## config.mk

```make
export PLATFORM = sky130hd
export DESIGN_NAME = boron_dec_keymix_stage
export DESIGN_NICKNAME = d
export VERILOG_FILES = /design/src/rtl/boron_dec_keymix_stage.sv
export SDC_FILE = /design/constraint.sdc
export NUM_CORES = 1
export LEC_CHECK = 0
export ABC_CLOCK_PERIOD_IN_PS = 5250
export CORE_MARGIN = 2
export CORE_UTILIZATION = 35
export DETAILED_ROUTE_END_ITERATION = 16
export GPL_TIMING_DRIVEN = 0
export SYNTH_ARGS = -nofsm -noshare
export SYNTH_HDL_FRONTEND = slang
export SYNTH_SLANG_ARGS = --single-unit
```

## constraint.sdc

```tcl
create_clock -name clk_i -period 5.25 [get_ports clk_i]
set_input_delay 0.525 -clock clk_i [delete_from_list [all_inputs] [get_ports clk_i]]
set_output_delay 0.525 -clock clk_i [all_outputs]
set_load 0.02 [all_outputs]
```

## src/rtl/boron_dec_keymix_stage.sv

```systemverilog
// boron_dec_keymix_stage
//
// Decryption key-mix stage. Each accepted round input is XORed with its round
// key and run through the inverse XOR layer. The result goes into a 2-entry
// FIFO that feeds the downstream inverse round-permutation stage.
//
// Ports
//   clk_i        rising-edge clock
//   rst_i        asynchronous active-high reset
//   in_valid_i   data_i/rkey_i hold a valid round input
//   in_ready_o   stage can accept an input this cycle (count != 2)
//   data_i       64-bit round state, word0=[15:0] .. word3=[63:48]
//   rkey_i       64-bit round key
//   out_valid_o  head entry is valid (count != 0)
//   out_ready_i  downstream accepts data_o this cycle
//   data_o       head entry, same word ordering as data_i
//   round_o      round tag of the head entry   (BORON_DEC_ROUND_TAG_EN only)
//   last_o       head entry is round 24        (BORON_DEC_ROUND_TAG_EN only)
//
// Optional feature macro: BORON_DEC_ROUND_TAG_EN
//   When defined, a 5-bit round counter tags every accepted entry. The counter
//   counts 0..24 and then wraps.

module boron_dec_keymix_stage (
    input  logic        clk_i,
    input  logic        rst_i,
    input  logic        in_valid_i,
    output logic        in_ready_o,
    input  logic [63:0] data_i,
    input  logic [63:0] rkey_i,
    output logic        out_valid_o,
    input  logic        out_ready_i,
    output logic [63:0] data_o
`ifdef BORON_DEC_ROUND_TAG_EN
    ,
    output logic [4:0]  round_o,
    output logic        last_o
`endif
);

    logic [63:0] t;
    logic [63:0] mix;

    logic [63:0] mem_q [2];
    logic        wr_ptr_q;
    logic        rd_ptr_q;
    logic [1:0]  count_q;
    logic [1:0]  count_d;

    logic        push;
    logic        pop;

    // Key add followed by the inverse XOR layer. Every term comes from t,
    // not from partially mixed words.
    always_comb begin
        t   = data_i ^ rkey_i;
        mix = {t[63:48] ^ t[15:0],
               t[47:32] ^ t[63:48],
               t[31:16],
               t[15:0]  ^ t[31:16]};
    end

    // Handshakes use only the registered count, so out_ready_i has no
    // combinational path to in_ready_o.
    assign push = in_valid_i && (count_q != 2'd2);
    assign pop  = out_ready_i && (count_q != 2'd0);

    always_comb begin
        count_d = count_q;
        if (push && !pop) begin
            count_d = count_q + 2'd1;
        end else if (pop && !push) begin
            count_d = count_q - 2'd1;
        end
    end

    always_ff @(posedge clk_i or posedge rst_i) begin
        if (rst_i) begin
            mem_q[0] <= 64'd0;
            mem_q[1] <= 64'd0;
            wr_ptr_q <= 1'b0;
            rd_ptr_q <= 1'b0;
            count_q  <= 2'd0;
        end else begin
            if (push) begin
                mem_q[wr_ptr_q] <= mix;
                wr_ptr_q        <= ~wr_ptr_q;
            end
            if (pop) begin
                rd_ptr_q <= ~rd_ptr_q;
            end
            count_q <= count_d;
        end
    end

    assign out_valid_o = (count_q != 2'd0);
    assign in_ready_o  = (count_q != 2'd2);
    assign data_o      = mem_q[rd_ptr_q];

`ifdef BORON_DEC_ROUND_TAG_EN
    logic [4:0] round_q;
    logic [4:0] tag_q [2];

    always_ff @(posedge clk_i or posedge rst_i) begin
        if (rst_i) begin
            round_q  <= 5'd0;
            tag_q[0] <= 5'd0;
            tag_q[1] <= 5'd0;
        end else if (push) begin
            tag_q[wr_ptr_q] <= round_q;
            round_q         <= (round_q == 5'd24) ? 5'd0 : round_q + 5'd1;
        end
    end

    assign round_o = tag_q[rd_ptr_q];
    assign last_o  = (tag_q[rd_ptr_q] == 5'd24);
`endif

endmodule

```

==> flow_metrics.env, run 1 <==
export IMPL_multi_input_area_um2=3710
export IMPL_reg2reg_setup_slack_ns=3.68
export IMPL_synth_seq_cells=132
export IMPL_grt_usage_pct=16.8
export IMPL_rows=52
export IMPL_power_share_clock_pct=18.5
export IMPL_ys_warn_count=0
export IMPL_drc=0
export IMPL_grt_max_degree=68
export IMPL_clk_insertion_delay_late_ns=0.42
export IMPL_diodes=0
export IMPL_worstMarginPinSlew_ns=0.776
export IMPL_power_switching_w=0.00227
export IMPL_synth_flop_cell="dfrtp_1"
export IMPL_seq_power_share_pct=26.9
export IMPL_drive_gt1_share_pct=34.1
export IMPL_cp_end_kind="primary output"
export IMPL_final_hold_viol_count=0
export IMPL_seqCellArea_um2=3300
export IMPL_antenna_found_initial=0
export IMPL_ant_nets=0
export IMPL_crit_required_ns=4.72
export IMPL_first_global_vias=4872
export IMPL_async_flop_share_pct=100
export IMPL_start_util_pct=36.0
export IMPL_synth_nets=604
export IMPL_netlist_area_um2=7320
export IMPL_cts_buffers=17
export IMPL_io_buffers=197
export IMPL_die_w_um=149
export IMPL_outcome="finished, final reports clean"
export IMPL_period_share_pct=55.5
export IMPL_clk_pin_slew_ns=0.06
export IMPL_postSynthAreaPerCell_um2=15.5
export IMPL_cp_data_arrival_time_ns=2.39
export IMPL_die_h_um=149
export IMPL_ctsRootBufferMaster="clkbuf_16"
export IMPL_crit_type="reg2out"
export IMPL_seq_area_frac_synth_pct=45.1
export IMPL_hold_path_class="reg2reg"
export IMPL_hold_buffers=0
export IMPL_cap_violations=0
export IMPL_worst_path_max_fanout=10
export IMPL_pin_count=198
export IMPL_synth_most_common_cell="dfrtp_1"
export IMPL_r2r_start="count_q[0]"
export IMPL_ys_types=19
export IMPL_ctsResizeCount=0
export IMPL_tns_ns=0
export IMPL_synth_commonest_cells="dfrtp_1 (132), mux2_4 (120), xnor2_1 (80)"
export IMPL_min_path_cells=1
export IMPL_worst_ir_drop_vdd_uv=252
export IMPL_slowest_delay_ns=0.55
export IMPL_yosys_area_top_type="dfrtp_1"
export IMPL_yosys_top_cells_area="dfrtp_1 (45%), mux2_4 (25%), mux2_2 (9.8%), xnor2_1 (9.6%), xor2_1 (4.4%)"
export IMPL_finalWeightedCongestion=0.704
export IMPL_fin_skew_ns=0.00722
export IMPL_hp_start="mem_q[126]"
export IMPL_vias_per_cell=4.51
export IMPL_wirelength_mm=18.0
export IMPL_hpwlAfterDp_mm=13.0
export IMPL_cts_htree_levels=4
export IMPL_setup_viol=0
export IMPL_maxSlewViolCount=0
export IMPL_syn_inst=471
export IMPL_num_vias=4373
export IMPL_path_cells="buf_2 > buf_2 > mux2_2 > clkdlybuf4s50_1"
export IMPL_drtPass1Iterations=4
export IMPL_cp_slowest_cell="clkdlybuf4s50_1"
export IMPL_critPathLaunchType="flop"
export IMPL_postCtsSetupBuffers=0
export IMPL_swShare_pct=33.2
export IMPL_syn_to_final_growth_pct=40.5
export IMPL_grt_pass1_wl_mm=27.7
export IMPL_rsz0062_at_grt="no"
export IMPL_cts_sinks=132
export IMPL_synth_edf_count=0
export IMPL_min_period_ns=2.92
export IMPL_p_int_w=0.00456
export IMPL_die_area_um2=22100
export IMPL_slew_headroom_pct=48.3
export IMPL_grt_overflow=0
export IMPL_holdPathEnd="mem_q[126]"
export IMPL_fmax_ghz=0.343
export IMPL_yosysTopAreaCellShare_pct=45.1
export IMPL_fillers=1768
export IMPL_reg2reg_to="mem_q[23]"
export IMPL_p_comb_share_pct=54.6
export IMPL_path_delay_family="buffers and inverters"
export IMPL_fin_ws_ns=2.33
export IMPL_nets=821
export IMPL_place_ws_ns=2.74
export IMPL_crit_cells=4
export IMPL_cts_tree="done"
export IMPL_cpMostUsedCell="buf_2"
export IMPL_crit_buf_inv=3
export IMPL_r2r_cells=5
export IMPL_clockBufferDepth=2
export IMPL_pwr_density_cell_nw_per_um2=664
export IMPL_post_drt_wl_per_cell_um=18.6
export IMPL_cellLeakagePower_nw=4.31
export IMPL_dr_first_iter_drc_count=145
export IMPL_core_area_um2=20400
==> routing by layer <==
layer	track usage, %	part of all wire [%]	up-vias
met1	21.4	44	2196
met3	3.25	3.6	15
met2	28.8	51	103
met5	0	0	-
li1	-	-	2059
met4	5.19	1.3	0
==> cell families after synthesis <==
| family | synth area share [%] |
|---|---|
| XOR/XNOR | 14.0 |
| adder cells (fa/ha/maj) | 0.171 |
| buffers and inverters | 4.27 |
| flip-flops | 45.1 |
| multiplexers | 35.7 |
| AND/OR/NAND/NOR | 0.786 |
==> state kept, by name, indices dropped and copies added (netlist names) <==
name	count
wr_ptr_q	1
mem_q	128
count_q	2
rd_ptr_q	1
==> cells in the final DEF, fill, tap and decap left out, drive strengths merged, types with 4 or more instances in the layout <==
cell | synthesis | final
clkbuf | 1 | 23
clkdlybuf4s50 | 0 | 197
clkinv | 0 | 4
dfrtp | 132 | 132
xnor2 | 80 | 80
bufinv | 0 | 4
xor2 | 37 | 37
buf | 20 | 21
mux2 | 192 | 192
==> stage by stage <==
step                      hold WS (ns)  instances  utilization, %  cell area (µm²)  power, W
after floorplan                  0.452        471               -             7320   0.00426
after global placement           0.462        938            47.3             9630   0.00554
after detailed placement         0.469        939            47.5             9670   0.00561
after CTS                        0.482        970            50.5            10300   0.00692
after global routing             0.495        970            50.5            10300   0.00717
final                            0.478        970            50.5            10300   0.00683
==> power by group through the flow <==
stage | Clock, W | Combinational, W | Sequential [W]
floorplan | 0 | 0.00251 | 0.00175
detailed placement | 0 | 0.00377 | 0.00184
CTS | 0.00129 | 0.00379 | 0.00183
global placement | 0 | 0.00374 | 0.00181
global route | 0.00134 | 0.00393 | 0.00190
finish | 0.00127 | 0.00373 | 0.00184
==> how the worst max path moves through the flow <==
stage | startpoint | endpoint | slack, ns
final | rd_ptr_q | data_o[41] | 2.33
after CTS | rd_ptr_q | data_o[41] | 2.28
after floorplan | rst_i | count_q[0] | 1.20
after detailed placement | rd_ptr_q | data_o[41] | 2.74
after global routing | rd_ptr_q | data_o[49] | 2.25
after global placement | rst_i | mem_q[14] | -0.56
==> cell type report <==
type	count	area share, %
clock buffer	22	4.61
clock inverter	9	1.47
multi-input combinational	317	36.0
tap	270	3.28
buffer	21	3.00
inverter	1	0.0851
timing repair buffer	198	19.4
sequential	132	32.1
(Power assumes the default switching activity.)
==> inputs of run 2 (changes only) <==
Settings changed: ABC_CLOCK_PERIOD_IN_PS 5250 to 2440.
Clock period 5.25 ns to 2.44 ns, I/O delays scaled along.
==> run 2 against run 1 <==
Compared with the run above: count of clock-buffer cells in the layout unchanged; clock power increased by 110%; sequential cell count unchanged; design area increased by 0.67%; via count about the same; die area unchanged.
==> flow_metrics.env, run 2 (synthesized netlist as in run 1, its figures left out) <==
export IMPL_clk_insertion_delay_late_ns=0.41
export IMPL_cts_htree_levels=4
export IMPL_cellLeakagePower_nw=4.40
export IMPL_first_global_vias=5022
export IMPL_hpwlAfterDp_mm=13.1
export IMPL_cts_sinks=132
export IMPL_period_share_pct=96.7
export IMPL_cpMostUsedCell="buf_6"
export IMPL_drc=0
export IMPL_core_area_um2=20400
export IMPL_antenna_found_initial=0
export IMPL_diodes=0
export IMPL_reg2reg_setup_slack_ns=0.86
export IMPL_crit_buf_inv=3
export IMPL_place_ws_ns=0.209
export IMPL_num_vias=4372
export IMPL_maxSlewViolCount=0
export IMPL_grt_usage_pct=16.8
export IMPL_cp_data_arrival_time_ns=2.12
export IMPL_finalWeightedCongestion=0.753
export IMPL_crit_required_ns=2.20
export IMPL_final_hold_viol_count=0
export IMPL_r2r_cells=5
export IMPL_die_h_um=149
export IMPL_hold_ws_ns=0.246
export IMPL_slew_headroom_pct=61.0
export IMPL_ctsRootBufferMaster="clkbuf_16"
export IMPL_grt_max_degree=42
export IMPL_cts_tree="done"
export IMPL_reg_top3="mem_q (128), count_q (2)"
export IMPL_nets=823
export IMPL_pin_count=198
export IMPL_post_drt_wl_per_cell_um=18.6
export IMPL_slowest_delay_ns=0.55
export IMPL_grt_overflow=0
export IMPL_final_cells=972
export IMPL_fin_ws_ns=0.0807
export IMPL_critPathLaunchType="flop"
export IMPL_largest_reg_flops=128
export IMPL_cp_slowest_cell="clkdlybuf4s50_1"
export IMPL_start_util_pct=36.0
export IMPL_outcome="finished, final reports clean"
export IMPL_die_w_um=149
export IMPL_drtPass1Iterations=4
export IMPL_vias_per_cell=4.50
export IMPL_worst_path_max_fanout=10
export IMPL_wirelength_mm=18.1
export IMPL_drive_gt1_share_pct=34.6
export IMPL_r2r_start="count_q[0]"
export IMPL_dr_first_iter_drc_count=116
export IMPL_crit_type="reg2out"
export IMPL_worstMarginPinSlew_ns=0.584
export IMPL_top_register="mem_q"
export IMPL_io_buffers=197
export IMPL_cp_end_kind="primary output"
export IMPL_die_area_um2=22100
export IMPL_clk_pin_slew_ns=0.06
export IMPL_rows=52
export IMPL_fin_skew_ns=0.00453
export IMPL_ant_nets=0
export IMPL_path_cells="buf_6 > buf_6 > mux2_2 > clkdlybuf4s50_1"
export IMPL_fmax_ghz=0.424
export IMPL_cap_violations=0
export IMPL_reg2reg_to="mem_q[61]"
export IMPL_syn_to_final_growth_pct=41.5
export IMPL_final_common_cell="clkdlybuf4s50_1"
export IMPL_dp_cells=941
export IMPL_pwr_density_cell_nw_per_um2=1420
export IMPL_layout_common_cells="clkdlybuf4s50_1 (190), dfrtp_1 (132), mux2_4 (120), xnor2_1 (80), mux2_2 (64)"
export IMPL_hold_path_class="in2async"
export IMPL_min_period_ns=2.36
export IMPL_clockBufferDepth=2
export IMPL_path_delay_family="buffers and inverters"
export IMPL_setup_viol=0
export IMPL_worst_ir_drop_vdd_uv=644
export IMPL_cts_buffers=17
export IMPL_grt_pass1_wl_mm=28.1
-- run 2: cell types whose count changed in the layout (fill, tap and decap cells not counted), sizes merged --
cell,change
clkdlybuf4s50,-7
inv,-1
dlygate4sd2,+1
dlymetal6s2s,+6
clkinv,+1
clkinvlp,+1
bufinv,-1
buf,+2
-- run 2: area by class of cell --
type | count | area (µm²)
buffer | 21 | 348
clock buffer | 22 | 484
clock inverter | 9 | 126
fill | 1741 | 10000
inverter | 1 | 7.51
multi-input combinational | 317 | 3710
sequential | 132 | 3300
tap | 270 | 338
timing repair buffer | 200 | 2050
-- run 2: report_power, final --
group / internal (W) / leakage, nW / switching, W / total, W
sequential: 0.00334 / 1.55 / 0.000615 / 0.00395
clock: 0.00170 / 0.302 / 0.000932 / 0.00264
combinational: 0.00474 / 2.54 / 0.00335 / 0.00809
total: 0.00979 / 4.40 / 0.00490 / 0.0147
-- run 2: how the worst max path moves through the flow --
stage                         from    endpoint  slack [ns]  cells past startpoint
final                     rd_ptr_q  data_o[42]        0.08                      4
after global routing      rd_ptr_q  data_o[58]       -0.01                      4
after CTS                 rd_ptr_q  data_o[42]       -0.02                      4
after detailed placement  rd_ptr_q  data_o[41]        0.21                      4
after global placement       rst_i   mem_q[87]       -0.61                      2
after floorplan              rst_i  count_q[0]        0.56                      1
-- run 2: worst register-to-register path, cell delays in order, from the launching register on --
cell and delay [ns]:
dfrtp_1 0.40, nand2b_4 0.17, and3_4 0.19, buf_8 0.18
buf_12 0.20, mux2_4 0.32
-- run 2: routing by layer --
metal  wire length [µm]  vias up  track usage [%]  part of all wire [%]
met5                  0        -                0                     0
met4                134        0             4.00                  0.74
met3                623       12             3.71                   3.4
met2               9180      100             28.6                    51
met1               8130     2209             22.0                    45
li1                   -     2051                -                     -
-- run 2: per-stage QoR --
stage	setup TNS, ns	power (W)	util, %	cell area [µm²]
floorplan	0	0.00916	-	7330
global placement	-79.95	0.0120	47.3	9640
detailed placement	0	0.0121	47.6	9700
CTS	-0.120	0.0149	50.7	10300
global route	-0.0408	0.0154	50.9	10400
finish	0	0.0147	50.9	10400
-- run 2: timing repair --
item / CTS / global route
gates resized for setup: 10 / 10
endpoints found under the setup margin: 59 / 44
buffers inserted: 0 / 0
hold endpoints to repair: 0 / 0
hold buffers: 0 / 0
==> inputs of run 3 (changes only) <==
Settings changed: CORE_MARGIN 2 to 1, REMOVE_ABC_BUFFERS set to 1.
==> run 3 against run 2 <==
Compared with the run above: clock skew is 0.0022 ns higher; clock power rose by 2%; first-iteration DRC count down 21%; largest cell class unchanged; via count down 2.4%; largest power group unchanged; combinational power down 6.7%; wire length down 18%.
==> flow_metrics.env, run 3 (synthesized netlist as in run 1, its figures left out) <==
export IMPL_setup_viol=0
export IMPL_final_hold_viol_count=0
export IMPL_slew_headroom_pct=12.2
export IMPL_min_period_ns=2.32
export IMPL_cap_violations=0
export IMPL_cts_tree="done"
export IMPL_final_common_cell="clkdlybuf4s50_1"
export IMPL_die_w_um=147
export IMPL_grtUsageMet3_pct=4.03
export IMPL_start_util_pct=36.0
export IMPL_cp_end_kind="primary output"
export IMPL_reg_top3="mem_q (128), count_q (2)"
export IMPL_fin_skew_ns=0.00671
export IMPL_grt_overflow=0
export IMPL_hpwlAfterDp_mm=9.77
export IMPL_hold_ws_ns=0.274
export IMPL_maxSlewViolCount=0
export IMPL_period_share_pct=95.1
export IMPL_clockBufferDepth=2
export IMPL_wirelength_mm=14.8
export IMPL_worst_path_max_fanout=15
export IMPL_syn_to_final_growth_pct=37.3
export IMPL_clk_insertion_delay_late_ns=0.41
export IMPL_grt_usage_pct=14.4
export IMPL_diodes=0
export IMPL_layout_common_cells="clkdlybuf4s50_1 (197), dfrtp_1 (131), mux2_4 (120), xnor2_1 (80), mux2_2 (64)"
export IMPL_ctsRootBufferMaster="clkbuf_16"
export IMPL_postCtsSetupBuffers=2
export IMPL_dr_first_iter_drc_count=92
export IMPL_power_w=0.0142
export IMPL_critPathLaunchType="flop"
export IMPL_post_drt_wl_per_cell_um=15.5
export IMPL_num_vias=4266
export IMPL_fmax_ghz=0.431
export IMPL_met1_usage_pct=18.3
export IMPL_nets=804
export IMPL_top_register="mem_q"
export IMPL_ctsResizeCount=0
export IMPL_crit_required_ns=2.20
export IMPL_vias_per_cell=4.47
export IMPL_core_area_um2=20400
export IMPL_hold_path_class="in2async"
export IMPL_worstMarginPinSlew_ns=1.32
export IMPL_first_global_vias=4744
export IMPL_drc=0
export IMPL_outcome="finished, final reports clean"
export IMPL_antenna_found_initial=0
export IMPL_cts_htree_levels=4
export IMPL_cellLeakagePower_nw=4.20
export IMPL_pin_count=198
export IMPL_cts_buffers=17
export IMPL_tns_ns=0
export IMPL_ant_nets=0
export IMPL_grtUsageMet2_pct=23.8
export IMPL_cp_data_arrival_time_ns=2.08
export IMPL_rsz0062_at_grt="no"
export IMPL_crit_type="reg2out"
export IMPL_die_area_um2=21500
export IMPL_grt_pass1_wl_mm=24.6
export IMPL_drtPass1Iterations=4
export IMPL_die_h_um=147
export IMPL_pwr_density_cell_nw_per_um2=1410
export IMPL_rows=52
export IMPL_io_buffers=197
export IMPL_grt_max_degree=71
export IMPL_drive_gt1_share_pct=33.2
export IMPL_clk_pin_slew_ns=0.06
export IMPL_finalWeightedCongestion=0.716
export IMPL_cts_sinks=132
export IMPL_hold_buffers=0
export IMPL_worst_ir_drop_vdd_uv=1310
export IMPL_largest_reg_flops=128
export IMPL_busiest_layer="met2"
-- run 3: layer usage --
metal,up-vias,share of wire (%)
met5,-,0
li1,2017,-
met2,113,50
met1,2122,44
met4,0,1.1
met3,14,5.3
-- run 3: power breakdown --
group | internal [W] | switching [W] | total (W)
Combinational | 0.00450 | 0.00305 | 0.00755
Clock | 0.00168 | 0.000999 | 0.00268
Sequential | 0.00334 | 0.000601 | 0.00394
Total | 0.00952 | 0.00465 | 0.0142
-- run 3: cell type report --
class / count / area, µm²
Fill cell: 1754 / 10300
Tap cell: 270 / 338
Clock inverter: 13 / 171
Sequential cell: 132 / 3310
Timing Repair Buffer: 202 / 2070
Inverter: 1 / 8.76
Clock buffer: 19 / 453
Multi-Input combinational cell: 317 / 3710
-- run 3: through the flow --
| stage | std cells | utilization (%) | instance area [µm²] | setup slack [ns] |
|---|---|---|---|---|
| 2_1_floorplan | 450 | - | 7010 | -1.33 |
| 3_3_place_gp | 917 | 45.8 | 9320 | -3.16 |
| 3_5_place_dp | 920 | 46.2 | 9410 | 0.00345 |
| 4_1_cts | 954 | 49.4 | 10100 | 0.0701 |
| 5_1_grt | 954 | 49.4 | 10100 | 0.0455 |
| 6_report | 954 | 49.4 | 10100 | 0.119 |
-- run 3: worst paths after layout --
path / endpoint / cells past startpoint / start / slack [ns]
worst max-delay path: data_o[10] / 3 / rd_ptr_q / 0.12
worst min-delay path: mem_q[50] / 2 / rst_i / 0.27
worst max register to register: mem_q[29] / 3 / count_q[0] / 0.23
worst min register to register: mem_q[124] / 1 / mem_q[124] / 0.48
max in group asynchronous: rd_ptr_q / 3 / rst_i / 1.39
min in group clk_i: rd_ptr_q / 3 / out_ready_i / 0.44
-- run 3: critical path, cell delays in order, from the launching register on --
cell and delay [ns]:
dfrtp_4 0.45, buf_4 0.27, mux2_2 0.37, clkdlybuf4s50_1 0.56
